`src/rtl/decode_stage_if.sv`:
```
// Fetch-to-decode and decode-to-execute handshake bundle.
// Master drives fetch/execute side; slave is the decode stage.
interface decode_stage_if #(
  parameter int INSTR_W = 32,
  parameter int DATA_W  = 16,
  parameter int REG_AW  = 5,
  parameter int MEM_AW  = 8,
  parameter int CNT_W   = 8
) ();
  logic               in_valid;
  logic               in_ready;
  logic [INSTR_W-1:0] in_instr;
  logic               flush;
  logic               out_valid;
  logic               out_ready;
  logic [5:0]         out_op;
  logic [REG_AW-1:0]  out_rd;
  logic [REG_AW-1:0]  out_rd_hi;
  logic [REG_AW-1:0]  out_rs1;
  logic [REG_AW-1:0]  out_rs2;
  logic               out_rs1_en;
  logic               out_rs2_en;
  logic [DATA_W-1:0]  out_imm;
  logic               out_use_imm;
  logic [MEM_AW-1:0]  out_mem_addr;
  logic               out_mem_rd;
  logic               out_mem_wr;
  logic               out_reg_we;
  logic               out_reg_we_hi;
  logic               out_illegal;
  logic [CNT_W-1:0]   illegal_count;

  modport master (
    output in_valid, in_instr, flush, out_ready,
    input  in_ready, out_valid, out_op, out_rd,
    input  out_rd_hi, out_rs1, out_rs2,
    input  out_rs1_en, out_rs2_en, out_imm,
    input  out_use_imm, out_mem_addr, out_mem_rd,
    input  out_mem_wr, out_reg_we, out_reg_we_hi,
    input  out_illegal, illegal_count
  );

  modport slave (
    input  in_valid, in_instr, flush, out_ready,
    output in_ready, out_valid, out_op, out_rd,
    output out_rd_hi, out_rs1, out_rs2,
    output out_rs1_en, out_rs2_en, out_imm,
    output out_use_imm, out_mem_addr, out_mem_rd,
    output out_mem_wr, out_reg_we, out_reg_we_hi,
    output out_illegal, illegal_count
  );
endinterface

```
`src/rtl/decode_stage.sv`:
```
// Registered decode stage: field split, control enables,
// valid/ready skid-free handshake, load-use interlock.
module decode_stage #(
  parameter int INSTR_W = 32,
  parameter int DATA_W  = 16,
  parameter int REG_AW  = 5,
  parameter int MEM_AW  = 8,
  parameter int CNT_W   = 8
) (
  input  logic         clk,
  input  logic         rst,
  decode_stage_if.slave bus
);

  typedef struct packed {
    logic [5:0]        op;
    logic [REG_AW-1:0] rd;
    logic [REG_AW-1:0] rd_hi;
    logic [REG_AW-1:0] rs1;
    logic [REG_AW-1:0] rs2;
    logic              rs1_en;
    logic              rs2_en;
    logic [DATA_W-1:0] imm;
    logic              use_imm;
    logic [MEM_AW-1:0] mem_addr;
    logic              mem_rd;
    logic              mem_wr;
    logic              reg_we;
    logic              reg_we_hi;
    logic              illegal;
  } dec_t;

  function automatic dec_t decode(
    input logic [INSTR_W-1:0] i
  );
    dec_t       d;
    logic [5:0] op;
    op       = i[31:26];
    d        = '0;
    d.op     = op;
    d.rd     = (op <= 6'd2) ? i[25:21] : i[20:16];
    d.rd_hi  = i[25:21];
    d.rs1    = i[4:0];
    d.rs2    = i[9:5];
    d.imm    = DATA_W'(i[15:0]);
    d.mem_addr = (op == 6'd3) ? i[18 +: MEM_AW]
                              : i[0 +: MEM_AW];
    unique case (1'b1)
      (op == 6'd0): begin
        d.use_imm = 1'b1;
        d.reg_we  = 1'b1;
      end
      (op == 6'd1),
      (op == 6'd6),
      (op == 6'd14): begin
        d.rs1_en = 1'b1;
        d.reg_we = 1'b1;
      end
      (op == 6'd2): begin
        d.mem_rd = 1'b1;
        d.reg_we = 1'b1;
      end
      (op == 6'd3): begin
        d.rs1_en = 1'b1;
        d.mem_wr = 1'b1;
      end
      (op == 6'd7): begin
        d.rs1_en    = 1'b1;
        d.rs2_en    = 1'b1;
        d.reg_we    = 1'b1;
        d.reg_we_hi = 1'b1;
      end
      (op == 6'd4), (op == 6'd5),
      (op == 6'd8), (op == 6'd9),
      (op == 6'd10), (op == 6'd11),
      (op == 6'd12), (op == 6'd13),
      (op == 6'd15), (op == 6'd16): begin
        d.rs1_en = 1'b1;
        d.rs2_en = 1'b1;
        d.reg_we = 1'b1;
      end
      default: d.illegal = 1'b1;
    endcase
    return d;
  endfunction

  dec_t              bun_q, bun_d;
  dec_t              in_dec;
  logic              valid_q, valid_d;
  logic              shadow_q, shadow_d;
  logic [REG_AW-1:0] shadow_rd_q, shadow_rd_d;
  logic [CNT_W-1:0]  cnt_q, cnt_d;
  logic              hit1, hit2, hazard;
  logic              in_ready, in_xfer, out_xfer;

  // A register is "pending" if an unretired LOAD targets it
  // or a LOAD retired last cycle (data not yet forwardable).
  always_comb begin
    in_dec = decode(bus.in_instr);
    hit1 = (valid_q && bun_q.mem_rd
            && bun_q.rd == in_dec.rs1)
        || (shadow_q && shadow_rd_q == in_dec.rs1);
    hit2 = (valid_q && bun_q.mem_rd
            && bun_q.rd == in_dec.rs2)
        || (shadow_q && shadow_rd_q == in_dec.rs2);
    hazard = bus.in_valid
          && ((in_dec.rs1_en && hit1)
           || (in_dec.rs2_en && hit2));
    in_ready = !rst && !bus.flush && !hazard
            && (!valid_q || bus.out_ready);
    in_xfer  = bus.in_valid && in_ready;
    out_xfer = valid_q && bus.out_ready;
  end

  always_comb begin
    valid_d     = valid_q;
    bun_d       = bun_q;
    shadow_d    = 1'b0;
    shadow_rd_d = shadow_rd_q;
    cnt_d       = cnt_q;
    if (bus.flush) begin
      valid_d = 1'b0;
    end else begin
      if (out_xfer) begin
        valid_d     = 1'b0;
        shadow_d    = bun_q.mem_rd;
        shadow_rd_d = bun_q.rd;
      end
      if (in_xfer) begin
        valid_d = 1'b1;
        bun_d   = in_dec;
        if (in_dec.illegal && cnt_q != '1)
          cnt_d = cnt_q + CNT_W'(1);
      end
    end
  end

  always_ff @(posedge clk or posedge rst) begin
    if (rst) begin
      valid_q     <= 1'b0;
      bun_q       <= '0;
      shadow_q    <= 1'b0;
      shadow_rd_q <= '0;
      cnt_q       <= '0;
    end else begin
      valid_q     <= valid_d;
      bun_q       <= bun_d;
      shadow_q    <= shadow_d;
      shadow_rd_q <= shadow_rd_d;
      cnt_q       <= cnt_d;
    end
  end

  assign bus.in_ready      = in_ready;
  assign bus.out_valid     = valid_q;
  assign bus.out_op        = bun_q.op;
  assign bus.out_rd        = bun_q.rd;
  assign bus.out_rd_hi     = bun_q.rd_hi;
  assign bus.out_rs1       = bun_q.rs1;
  assign bus.out_rs2       = bun_q.rs2;
  assign bus.out_rs1_en    = bun_q.rs1_en;
  assign bus.out_rs2_en    = bun_q.rs2_en;
  assign bus.out_imm       = bun_q.imm;
  assign bus.out_use_imm   = bun_q.use_imm;
  assign bus.out_mem_addr  = bun_q.mem_addr;
  assign bus.out_mem_rd    = bun_q.mem_rd;
  assign bus.out_mem_wr    = bun_q.mem_wr;
  assign bus.out_reg_we    = bun_q.reg_we;
  assign bus.out_reg_we_hi = bun_q.reg_we_hi;
  assign bus.out_illegal   = bun_q.illegal;
  assign bus.illegal_count = cnt_q;

endmodule

```
`src/flat_wrapper.sv`:
```
// flat-port wrapper written by rule: the top's interface ports become plain ports
module decode_stage_flat 
#(
  parameter int INSTR_W = 32,
  parameter int DATA_W  = 16,
  parameter int REG_AW  = 5,
  parameter int MEM_AW  = 8,
  parameter int CNT_W   = 8
)
  (clk, rst, bus_in_valid, bus_in_instr, bus_flush, bus_out_ready, bus_in_ready, bus_out_valid, bus_out_op, bus_out_rd, bus_out_rd_hi, bus_out_rs1, bus_out_rs2, bus_out_rs1_en, bus_out_rs2_en, bus_out_imm, bus_out_use_imm, bus_out_mem_addr, bus_out_mem_rd, bus_out_mem_wr, bus_out_reg_we, bus_out_reg_we_hi, bus_out_illegal, bus_illegal_count);
  decode_stage_if #(.INSTR_W(INSTR_W), .DATA_W(DATA_W), .REG_AW(REG_AW), .MEM_AW(MEM_AW), .CNT_W(CNT_W)) bus_i ();
  input  logic clk;
  input  logic rst;
  input wire logic [$bits(bus_i.in_valid)-1:0] bus_in_valid;
  input wire logic [$bits(bus_i.in_instr)-1:0] bus_in_instr;
  input wire logic [$bits(bus_i.flush)-1:0] bus_flush;
  input wire logic [$bits(bus_i.out_ready)-1:0] bus_out_ready;
  output wire logic [$bits(bus_i.in_ready)-1:0] bus_in_ready;
  output wire logic [$bits(bus_i.out_valid)-1:0] bus_out_valid;
  output wire logic [$bits(bus_i.out_op)-1:0] bus_out_op;
  output wire logic [$bits(bus_i.out_rd)-1:0] bus_out_rd;
  output wire logic [$bits(bus_i.out_rd_hi)-1:0] bus_out_rd_hi;
  output wire logic [$bits(bus_i.out_rs1)-1:0] bus_out_rs1;
  output wire logic [$bits(bus_i.out_rs2)-1:0] bus_out_rs2;
  output wire logic [$bits(bus_i.out_rs1_en)-1:0] bus_out_rs1_en;
  output wire logic [$bits(bus_i.out_rs2_en)-1:0] bus_out_rs2_en;
  output wire logic [$bits(bus_i.out_imm)-1:0] bus_out_imm;
  output wire logic [$bits(bus_i.out_use_imm)-1:0] bus_out_use_imm;
  output wire logic [$bits(bus_i.out_mem_addr)-1:0] bus_out_mem_addr;
  output wire logic [$bits(bus_i.out_mem_rd)-1:0] bus_out_mem_rd;
  output wire logic [$bits(bus_i.out_mem_wr)-1:0] bus_out_mem_wr;
  output wire logic [$bits(bus_i.out_reg_we)-1:0] bus_out_reg_we;
  output wire logic [$bits(bus_i.out_reg_we_hi)-1:0] bus_out_reg_we_hi;
  output wire logic [$bits(bus_i.out_illegal)-1:0] bus_out_illegal;
  output wire logic [$bits(bus_i.illegal_count)-1:0] bus_illegal_count;
  assign bus_i.in_valid = bus_in_valid;
  assign bus_i.in_instr = bus_in_instr;
  assign bus_i.flush = bus_flush;
  assign bus_i.out_ready = bus_out_ready;
  assign bus_in_ready = bus_i.in_ready;
  assign bus_out_valid = bus_i.out_valid;
  assign bus_out_op = bus_i.out_op;
  assign bus_out_rd = bus_i.out_rd;
  assign bus_out_rd_hi = bus_i.out_rd_hi;
  assign bus_out_rs1 = bus_i.out_rs1;
  assign bus_out_rs2 = bus_i.out_rs2;
  assign bus_out_rs1_en = bus_i.out_rs1_en;
  assign bus_out_rs2_en = bus_i.out_rs2_en;
  assign bus_out_imm = bus_i.out_imm;
  assign bus_out_use_imm = bus_i.out_use_imm;
  assign bus_out_mem_addr = bus_i.out_mem_addr;
  assign bus_out_mem_rd = bus_i.out_mem_rd;
  assign bus_out_mem_wr = bus_i.out_mem_wr;
  assign bus_out_reg_we = bus_i.out_reg_we;
  assign bus_out_reg_we_hi = bus_i.out_reg_we_hi;
  assign bus_out_illegal = bus_i.out_illegal;
  assign bus_illegal_count = bus_i.illegal_count;
  decode_stage #(.INSTR_W(INSTR_W), .DATA_W(DATA_W), .REG_AW(REG_AW), .MEM_AW(MEM_AW), .CNT_W(CNT_W)) u_core (.clk(clk), .rst(rst), .bus(bus_i));
endmodule
```
`config.mk`:
```
export PLATFORM = sky130hd
export DESIGN_NAME = decode_stage_flat
export DESIGN_NICKNAME = d
export VERILOG_FILES = /design/src/rtl/decode_stage_if.sv /design/src/rtl/decode_stage.sv /design/src/flat_wrapper.sv
export SDC_FILE = /design/constraint.sdc
export NUM_CORES = 1
export LEC_CHECK = 0
export BUFFER_PORTS_ARGS = -buffer_cell sky130_fd_sc_hd__clkbuf_2
export CAP_MARGIN = 0
export CORE_MARGIN = 4
export CORE_UTILIZATION = 41
export CTS_CLUSTER_DIAMETER = 60
export DETAILED_ROUTE_END_ITERATION = 16
export PLACE_DENSITY = 0.67
export SYNTH_ARGS = -nofsm -noshare
export SYNTH_HDL_FRONTEND = slang
export SYNTH_SLANG_ARGS = --single-unit
```
`constraint.sdc`:
```
create_clock -name clk -period 5 [get_ports clk]
set_input_delay 1 -clock clk [delete_from_list [all_inputs] [get_ports clk]]
set_output_delay 1 -clock clk [all_outputs]
set_load 0.02 [all_outputs]
```
Word level (Yosys, flattened, before mapping)
Cells that the tools add are included.

cells by class
  $lt $le $gt $ge = 1
  multiplexer cells = 15
  equal/unequal tests = 21
  reduce and logical (&&, ||, !) cells = 31
  add/sub/neg operators = 1
  bitwise operators = 1

operators by type and width
  kind                                                 count
  == test 6 x 4 -> 1 bit, second input constant        8
  == test 6 x 3 -> 1 bit, second input constant        4
  == test 5 bit                                        4
  OR reduction 17 bit                                  1
  OR reduction 16 bit                                  1
  OR reduction 15 bit                                  1
  logical AND 1 bit                                    14
  2-to-1 mux 1 bit                                     13
  == test 6 x 2 -> 1 bit, second input constant        2
  OR reduction 11 bit                                  1
  adder 8 x 1 -> 8 bit, second input constant          1
  2-to-1 mux 8 bit                                     1
  != test 8 bit, second input constant                 1
  == test 6 x 1 -> 1 bit, second input constant        1
  == test 6 x 5 -> 1 bit, second input constant        1
  <= comparator 6 x 2 -> 1 bit, second input constant  1
  zero test 6 bit                                      1
  2-to-1 mux 5 bit                                     1
  zero test 1 bit                                      4
  logical OR 1 bit                                     4
  AND reduction 2 bit                                  2
  AND reduction 3 bit                                  1
  nonzero test 3 bit                                   1
  NOT 1 bit                                            1

storage, ports and cells
  output and inout bits = 68
  register bits after elaboration = 73
  word-level logic and storage cells = 89
  bits of input ports = 37

Logic depth before layout (Yosys ltp)
Gate-level depths: netlist (run 1).

  depth after elaboration = 12
  depth in mapped cells = 8
  gate-level depth less buffers = 5

Worst setup path before layout (run 1)
OpenSTA, ideal clock, no wires.

  path type = input to output
  start = input bus_in_instr[28]
  end = output bus_in_ready
  cell stages on the path = 6
  slack = 1.863 ns
  data arrival time = 2.137 ns
  required time = 4.000 ns
  path through = buf_2 mux2i_1 or3_1 o31ai_2 a22o_1 a21oi_1

on the way
  longest elaborated chain between the ends = 9
  elaborated cells on any way between the ends = 26

ends and longest elaborated chain
  item                                                                                line                                      text
  from (decl)                                                                         flat_wrapper.sv:15                        input wire logic [$bits(bus_i.in_instr)-1:0] bus_in_instr;
  == test 6 x 5 -> 1 bit, or another cell as far along                                decode_stage.sv:77                        (op == 6'd15), (op == 6'd16): begin
  OR reduction 15 bit (no source line) / OR reduction 11 bit (equally long branches)  -
  2-to-1 mux 1 bit                                                                    decode_stage.sv:48                        unique case (1'b1)
  logical AND 1 bit, on equally long branches                                         decode_stage.sv:107, decode_stage.sv:108
  logical OR 1 bit *                                                                  decode_stage.sv:108                       || (in_dec.rs2_en && hit2));
  logical AND 1 bit *                                                                 decode_stage.sv:107                       && ((in_dec.rs1_en && hit1)
  zero test 1 bit *                                                                   decode_stage.sv:109                       in_ready = !rst && !bus.flush && !hazard
  logical AND 1 bit *                                                                 decode_stage.sv:109
  logical AND 1 bit *                                                                 decode_stage.sv:110                       && (!valid_q || bus.out_ready);
  to (decl)                                                                           flat_wrapper.sv:18                        output wire logic [$bits(bus_i.in_ready)-1:0] bus_in_ready;

Every way passes the cells marked *; elsewhere a longest branch is shown, timed or not.

Worst setup path after layout (run 1)
  start = input bus_in_instr[4]
  end = output bus_in_ready

on the way
  longest elaborated chain between the ends = 9
  elaborated cells on any way between the ends = 11

ends and longest elaborated chain
  item                                         line                                      text
  == test 5 bit, on equally long branches      decode_stage.sv:101, decode_stage.sv:102
  logical AND 1 bit, on equally long branches  decode_stage.sv:101, decode_stage.sv:102
  logical OR 1 bit *                           decode_stage.sv:102                       || (shadow_q && shadow_rd_q == in_dec.rs1);
  logical AND 1 bit *                          decode_stage.sv:107
  logical OR 1 bit *                           decode_stage.sv:108
  logical AND 1 bit *                          decode_stage.sv:107
  zero test 1 bit *                            decode_stage.sv:109
  logical AND 1 bit *                          decode_stage.sv:109
  logical AND 1 bit *                          decode_stage.sv:110

Marked as above.

==> results of run 1 <==
## cells in the mapped netlist, types with 2 or more instances
cell | instances | share of area [%]
a211oi_1 | 2 | 0.46
nand3_1 | 2 | 0.31
nor4_1 | 3 | 0.58
nor2_1 | 6 | 0.70
buf_4 | 11 | 2.5
mux2_4 | 25 | 12
buf_12 | 2 | 1.2
xnor2_1 | 16 | 4.3
mux2i_1 | 5 | 1.5
buf_6 | 2 | 0.70
or3_1 | 2 | 0.39
nand4_1 | 5 | 0.97
nand3b_1 | 2 | 0.46
xor2_1 | 11 | 3.0
mux2_2 | 36 | 13
dfrtp_1 | 63 | 49
nand2_1 | 9 | 1.0
and3_1 | 3 | 0.58
a21oi_1 | 4 | 0.62
inv_1 | 6 | 0.70
buf_2 | 2 | 0.31
## per-stage QoR
step	hold WS [ns]	instance area (sq um)	utilization (%)	setup slack (ns)	power (mW)
global route	0.529	3960	51.5	1.47	1.79
global placement	0.475	3750	48.7	1.61	1.22
floorplan	0.543	3240	-	1.86	1.08
finish	0.502	3960	51.5	1.54	1.70
CTS	0.510	3960	51.5	1.55	1.73
detailed placement	0.487	3750	48.7	1.57	1.24
## power by group
part	switching [mW]	total, mW	internal [mW]
clock	0.186	0.476	0.290
combinational	0.279	0.508	0.230
sequential	0.0978	0.714	0.616
## registers in the layout, summed over array words and instances (netlist names), 5 cells and up
name / flops
u_core.bus.out_imm: 16
u_core.bus.illegal_count: 8
u_core.bus.out_mem_addr: 8
u_core.bus.out_op: 6
u_core.bus.out_rd: 5
u_core.bus.out_rd_hi: 5
u_core.shadow_rd_q: 5
## layout make-up
class / instances / area share [%]
sequential: 63 / 39.8
multi-input combinational: 152 / 37.3
timing repair buffer: 107 / 13.7
clock buffer: 11 / 3.57
tap: 102 / 3.22
clock inverter: 4 / 1.77
inverter: 6 / 0.569
## per-layer routing
| metal | track usage, % | part of all wire [%] | vias to the layer above |
|---|---|---|---|
| li1 | - | - | 1044 |
| met1 | 20.0 | 44 | 1108 |
| met2 | 25.2 | 48 | 71 |
| met3 | 6.42 | 7.6 | 9 |
| met4 | 4.00 | 0.99 | 0 |
| met5 | 0 | 0 | - |
## worst max-delay path by stage
stage	to	slack (ns)
floorplan	bus_in_ready	1.86
global placement	bus_in_ready	1.61
detailed placement	bus_in_ready	1.57
CTS	bus_in_ready	1.55
global route	bus_in_ready	1.47
finish	bus_in_ready	1.54
## critical path: cells and delay by family
kind	cells	cell delay, ns
AOI/OAI and AO/OA	3	0.87
and+or+nand+nor	1	0.15
xor gates and xnor gates	1	0.17
buffers and inverters	2	0.27
## cell families (layout without fill, tap and decap cells)
family                   Yosys count  count (layout)  share of synthesized area (%)
AO/OA/AOI/OAI                     18              18                           4.87
XOR/XNOR                          27              27                           7.30
adder cells (fa/ha/maj)            1               1                          0.386
buffers and inverters             25             128                           6.06
flip-flops                        63              63                           48.7
multiplexers                      66              66                           25.6
AND/OR/NAND/NOR                   40              40                           7.07
==> flow_summary.yaml, run 1 <==
worst_setup_path:
  reg2reg_from: "u_core.bus.out_rd[1]"
  cp_slowest_cell: "o32ai_2"
  worst-r2r-setup-slack_ns: 2.74
  max_stage_delay_ns: 0.54
  crit_type: "primary input to output pin"
  required_ns: 4.00
  setup.worst_path.end_class: "output pin"
  r2r_cells: 6
  crit_path_start_kind: "primary input"
  cp_data_arrival_time_ns: 2.46
  path_cells: "clkbuf_2 > xnor2_1 > nand4_1 > o32ai_2 > a22o_1 > a21oi_1 > clkbuf_2"
  path_max_fanout: 5
  setup.worst_path.start: "bus_in_instr[4]"
  rr_endpoint: "u_core.bus.out_mem_addr[0]"
  cp_common_cell: "clkbuf_2"
synthesis:
  synthCells: 240
  ys_types: 44
  synth-main-ff-cell: "dfrtp_1"
  syn_area_sq_um: 3240
  async_reset_ff_share_pct: 100
  syn_area_per_cell_sq_um: 13.5
  synth-edff-count: 0
  seq_area_frac_synth_pct: 48.7
  syn_nets: 278
  synth_warnings: 0
  synth-seq-cells: 63
timing:
  timing.final.crit_period_ns: 3.46
  rsz0062_at_grt: "no"
  setup_viol: 0
  finalHoldViolations: 0
  fmaxAchievable_mhz: 289
  fin_crit_sh_pct: 69.3
  setup_tns_ns: 0
  maxSlewViolCount: 0
  tightest_slew_ns: 0.796
  finalClockSkew_ns: 0.00897
  max_slew_margin_pct: 47.0
final_layout:
  seqCellArea_sq_um: 1580
  n_antenna_cell: 0
  final_common_cell: "clkbuf_2"
  area_delta_synth_final_pct: 22.2
  layout_common_cells: "clkbuf_2 (104), dfrtp_1 (63), mux2_2 (36)"
  final_cells: 445
  layout-drive-gt1-share_pct: 56.0
  fillCellCount: 722
  nets: 377
  multi_input_area_sq_um: 1480
placement:
  hpwlAfterDp_um: 5490
  place_congestion: 0.752
  dp.cells: 430
  portBuffers: 104
routing:
  ant_nets: 0
  dr_total_vias: 2232
  drc: 0
  wl_um: 7290
  first_pass_iters: 4
  drt_iter0_markers: 65
  via_per_inst: 5.02
  wl_per_cell_um: 16.4
worst_hold_path:
  min_to: "u_core.bus.illegal_count[5]"
  hp-class: "register to register"
  min-delay-start: "u_core.bus.illegal_count[5]"
  whs_path_depth: 1
clock_tree:
  ctsHoldBuffers: 0
  ctsResizeCount: 0
  cts_sinks: 63
  cts.clk_slew.worst_paths_ns: 0.06
  h-tree-depth: 3
  cts_max_path_buffers: 2
  cts_setup_buffers: 0
  cts_inserted_buffers: 9
  cts_root_buffer: "clkbuf_8"
  clk_latency_ns: 0.33
  tritoncts: "built"
pwr:
  max-vdd-ir-drop_v: 0.000328
  power_density_nw_per_um2: 429
  p_leak_nw: 1.90
die:
  initial_utilization_pct: 42.1
  core_sq_um: 7690
  ios: 105
  dieArea_sq_um: 9390
  die_w_um: 96.9
  die-height_um: 96.9
  fp-row-count: 32
grt:
  antenna_found_initial: 0
  grt_overflow: 0
  grt_pass1_wl_um: 11900
  grt_max_degree: 64
  grt_pass1_vias: 2310
  track_usage_pct: 15.8
run_status:
  status: "finished clean"
run:
  drv_cap: 0
Note: power is estimated with default switching activity, not from simulation.
==> run 2: changes to the inputs <==
Settings changed: PLACE_DENSITY 0.67 to 0.69.
Clock period 5 ns to 3.15 ns, I/O delays scaled along.
==> run 2 against run 1 <==
  * Global-route usage fell by 0.091 points
  * Die area did not move
  * Setup slack got worse by 1.1 ns
  * Non-clock buffer count rose by 2
==> flow_summary.yaml, run 2 (synthesized netlist as in run 1, its figures left out) <==
run_status:
  status: "finished clean"
timing:
  tightest_slew_ns: 0.596
  finalClockSkew_ns: 0.0148
  setup_tns_ns: 0
  setup_viol: 0
  setup_ws_ns: 0.441
  timing.final.crit_period_ns: 2.71
  maxSlewViolCount: 0
  fin_crit_sh_pct: 86.0
  rsz0062_at_grt: "no"
  fmaxAchievable_mhz: 369
  finalHoldViolations: 0
  max_slew_margin_pct: 60.3
grt:
  antenna_found_initial: 0
  grt_pass1_wl_um: 11900
  grt_pass1_vias: 2361
  track_usage_pct: 15.7
  grt_overflow: 0
  grt_max_degree: 26
final_layout:
  layout-drive-gt1-share_pct: 56.6
  fillCellCount: 697
  final_cells: 448
  n_antenna_cell: 0
  nets: 379
  final_common_cell: "clkbuf_2"
  layout_common_cells: "clkbuf_2 (104), dfrtp_1 (63), mux2_2 (36)"
  fin_area_sq_um: 3980
  area_delta_synth_final_pct: 23.0
  largest_register_ffs: 16
worst_setup_path:
  crit_path_start_kind: "register"
  path_max_fanout: 5
  required_ns: 2.52
  cp_data_arrival_time_ns: 2.08
  setup.worst_path.end_class: "output pin"
  crit_type: "register to output pin"
routing:
  ant_nets: 0
  wl_per_cell_um: 15.8
  drc: 0
  first_pass_iters: 4
  wl_um: 7090
  dr_total_vias: 2185
  drt_iter0_markers: 28
  via_per_inst: 4.88
clock_tree:
  ctsHoldBuffers: 0
  cts_sinks: 63
  ctsResizeCount: 0
  cts.clk_slew.worst_paths_ns: 0.08
  cts_max_path_buffers: 2
  tritoncts: "built"
  h-tree-depth: 3
  cts_root_buffer: "clkbuf_8"
  cts_setup_buffers: 0
  cts_inserted_buffers: 9
  clk_latency_ns: 0.34
die:
  dieArea_sq_um: 9390
  ios: 105
  core_sq_um: 7690
  initial_utilization_pct: 42.1
  die-height_um: 96.9
  fp-row-count: 32
  die_w_um: 96.9
placement:
  hpwlAfterDp_um: 5360
  place_ws_ns: 0.487
  portBuffers: 104
  place_congestion: 0.761
  dp.cells: 432
  place_area_sq_um: 3760
run:
  drv_cap: 0
worst_hold_path:
  hp-class: "primary input to async pin"
pwr:
  total_power_mw: 2.71
  max-vdd-ir-drop_v: 0.000398
  p_leak_nw: 1.91
  power_density_nw_per_um2: 681
[run 2: cell count changes in the layout (fill, tap and decap cells not counted)]
| cell | change |
|---|---|
| buf_4 | +2 |
| clkbuf_8 | -1 |
| clkinv_2 | -1 |
| clkinv_4 | +2 |
| clkbuf_1 | -1 |
| clkinvlp_4 | +2 |
[run 2: layout make-up]
type | instances | area, sq um | area share, %
clock inverters | 7 | 97.6 | 2.45
flip-flops and latches | 63 | 1580 | 39.6
clock buffers | 9 | 124 | 3.11
well taps | 102 | 128 | 3.20
repair buffers | 109 | 558 | 14.0
inverters | 6 | 22.5 | 0.565
multi-input cells | 152 | 1480 | 37.1
[run 2: metrics by stage]
stage,hold slack (ns),util [%]
detailed placement,0.480,48.9
global placement,0.477,48.9
global route,0.318,51.8
finish,0.282,51.8
CTS,0.279,51.8
floorplan,0.543,-
[run 2: power by group]
| part | internal [mW] | switching [mW] |
|---|---|---|
| clock network | 0.446 | 0.331 |
| logic | 0.366 | 0.438 |
| registers | 0.978 | 0.152 |
[run 2: path summary, 6_finish.rpt]
path | from | to | slack [ns] | cells past startpoint
hold reg to reg | u_core.bus.out_rs1_en | u_core.bus.out_rs1_en | 0.49 | 1
max in group asynchronous | rst | u_core.bus.out_mem_addr[3] | 2.21 | 3
min in group clk | u_core.bus.out_rs1_en | u_core.bus.out_rs1_en | 0.49 | 1
setup / recovery | u_core.bus.out_rd[3] | bus_in_ready | 0.44 | 6
hold / removal | rst | u_core.bus.out_imm[2] | 0.28 | 2
setup reg to reg | u_core.bus.out_rd[3] | u_core.bus.out_use_imm | 0.90 | 6
[run 2: metal layers]
layer | GRT usage (%) | wire length [um] | vias up | share of wire, %
li1 | - | - | 1042 | -
met4 | 4.86 | 63 | 0 | 0.89
met2 | 25.2 | 3340 | 58 | 47
met1 | 20.0 | 3240 | 1078 | 46
met3 | 5.41 | 439 | 7 | 6.2
met5 | 0 | 0 | - | 0
[run 2: worst max-delay path: stages (launching register included)]
cell and delay [ns]:
dfrtp_1 0.46, xor2_1 0.19, nor4_1 0.32, a32o_1 0.33, a22o_1 0.22, a21oi_1 0.07
clkbuf_2 0.15
==> run 3: changes to the inputs <==
Settings changed: CORE_UTILIZATION 41 to 40, PLACE_DENSITY 0.69 to 0.68.
==> run 3 against run 2 <==
  * Sequential power barely moved
  * Global-route usage fell by 0.62 points
  * Wire length fell by 1.4%
  * Flip-flop and latch count did not move
  * Register-to-register slack improved by 0.10 ns
  * Combinational power barely moved
  * Clock skew fell by 0.0044 ns
  * Critical path depth did not move
  * Clock power fell by 2.7%
  * Maximum frequency rose by 1.2%
  * Critical path type unchanged
==> flow_summary.yaml, run 3 (synthesized netlist as in run 1, its figures left out) <==
final_layout:
  final_cells: 448
  final_common_cell: "clkbuf_2"
  layout_common_cells: "clkbuf_2 (104), dfrtp_1 (63), mux2_2 (36)"
  fillCellCount: 727
  largest_register_ffs: 16
  seqCellArea_sq_um: 1580
  nets: 379
  area_delta_synth_final_pct: 23.1
  fin_area_sq_um: 3990
  layout-drive-gt1-share_pct: 56.4
  n_antenna_cell: 0
  multi_input_area_sq_um: 1480
worst_setup_path:
  crit_path_start_kind: "register"
  crit_type: "register to output pin"
  setup.worst_path.end_class: "output pin"
  required_ns: 2.52
  cp_data_arrival_time_ns: 2.05
  path_max_fanout: 5
pwr:
  p_comb_share_pct: 29.9
  max-vdd-ir-drop_v: 0.000402
  p_switching_uw: 898
  clkPwrFrac_pct: 28.2
  internal-power_mw: 1.79
  power_density_nw_per_um2: 673
  p_sw_share_pct: 33.4
  pwr-share-seq_pct: 42.0
  p_leak_nw: 1.91
die:
  dieArea_sq_um: 9600
  fp-row-count: 32
  ios: 105
  die-height_um: 98.0
  die_w_um: 98.0
  core_sq_um: 7810
  initial_utilization_pct: 41.5
clock_tree:
  cts_setup_buffers: 0
  cts_root_buffer: "clkbuf_8"
  cts_inserted_buffers: 9
  clk_latency_ns: 0.33
  ctsResizeCount: 0
  cts_sinks: 63
  h-tree-depth: 3
  cts.clk_slew.worst_paths_ns: 0.07
  cts_max_path_buffers: 2
  tritoncts: "built"
  ctsHoldBuffers: 0
routing:
  first_pass_iters: 4
  met1_length_um: 3280
  dr_total_vias: 2219
  drt_iter0_markers: 108
  highest_layer: "met4"
  wl_um: 6990
  met3_length_um: 495
  dr_wl_met2_um: 3150
  wl_per_cell_um: 15.6
  via_per_inst: 4.95
  drc: 0
  ant_nets: 0
timing:
  fmaxAchievable_mhz: 374
  setup_tns_ns: 0
  setup_ws_ns: 0.474
  maxSlewViolCount: 0
  timing.final.crit_period_ns: 2.68
  max_slew_margin_pct: 58.6
  finalHoldViolations: 0
  tightest_slew_ns: 0.622
  fin_crit_sh_pct: 84.9
  finalClockSkew_ns: 0.0104
  setup_viol: 0
  rsz0062_at_grt: "no"
grt:
  grt_pass1_vias: 2293
  grt_overflow: 0
  antenna_found_initial: 0
  grt_pass1_wl_um: 11600
  track_usage_pct: 15.1
  grt_max_degree: 33
worst_hold_path:
  hp-class: "primary input to async pin"
placement:
  place_congestion: 0.784
  portBuffers: 104
  place_ws_ns: 0.499
  place_area_sq_um: 3770
  hpwlAfterDp_um: 5270
  dp.cells: 432
run:
  drv_cap: 0
run_status:
  status: "finished clean"
## run 3: cell count changes in the layout (fill, tap and decap cells not counted)
cell	previous run	this run
clkinv_2	1	2
clkbuf_1	0	1
clkinv_4	2	0
buf_12	0	1
buf_4	5	4
## run 3: cell type report
| cell class | count | share of cell area (%) |
|---|---|---|
| clock buffer | 10 | 3.20 |
| clock inverter | 6 | 2.13 |
| inverter | 6 | 0.565 |
| multi-input combinational | 152 | 37.1 |
| sequential | 63 | 39.5 |
| tap | 102 | 3.20 |
| timing repair buffer | 109 | 14.3 |
## run 3: worst paths after layout
kind | from | end | slack [ns] | cells after the start
worst max-delay path | u_core.bus.out_rd[4] | bus_in_ready | 0.47 | 6
worst min register to register | u_core.bus.illegal_count[5] | u_core.bus.illegal_count[5] | 0.50 | 1
min in group clk | u_core.bus.illegal_count[5] | u_core.bus.illegal_count[5] | 0.50 | 1
max in group asynchronous | rst | u_core.bus.out_rd[2] | 2.17 | 3
worst max register to register | u_core.bus.out_rd[0] | u_core.bus.out_reg_we_hi | 1.00 | 6
worst min-delay path | rst | u_core.bus.out_imm[15] | 0.32 | 2
## run 3: metal layers
layer / vias up / track usage, %
met5: - / 0
met4: 0 / 3.83
met3: 7 / 5.71
met2: 66 / 22.5
met1: 1099 / 20.7
li1: 1047 / -
## run 3: metrics by stage
| step | power, mW | utilization (%) | hold slack (ns) |
|---|---|---|---|
| detailed placement | 1.95 | 48.3 | 0.480 |
| global placement | 1.94 | 48.3 | 0.478 |
| finish | 2.69 | 51.1 | 0.317 |
| CTS | 2.72 | 51.1 | 0.323 |
| global route | 2.84 | 51.1 | 0.336 |
| floorplan | 1.71 | - | 0.543 |
## run 3: worst max-delay path, stage by stage (launching register included)
cell,delay [ns]
dfrtp_1,0.45
xor2_1,0.19
nor4_1,0.31
a32o_1,0.32
a22o_1,0.21
a21oi_1,0.07
clkbuf_2,0.15
## run 3: power by group through the flow
stage / clock network (mW) / registers (mW) / logic [mW]
after global routing: 0.825 / 1.15 / 0.862
final: 0.756 / 1.13 / 0.802
after global placement: 0 / 1.13 / 0.805
after floorplan: 0 / 1.29 / 0.413
after CTS: 0.777 / 1.13 / 0.815
after detailed placement: 0 / 1.14 / 0.812
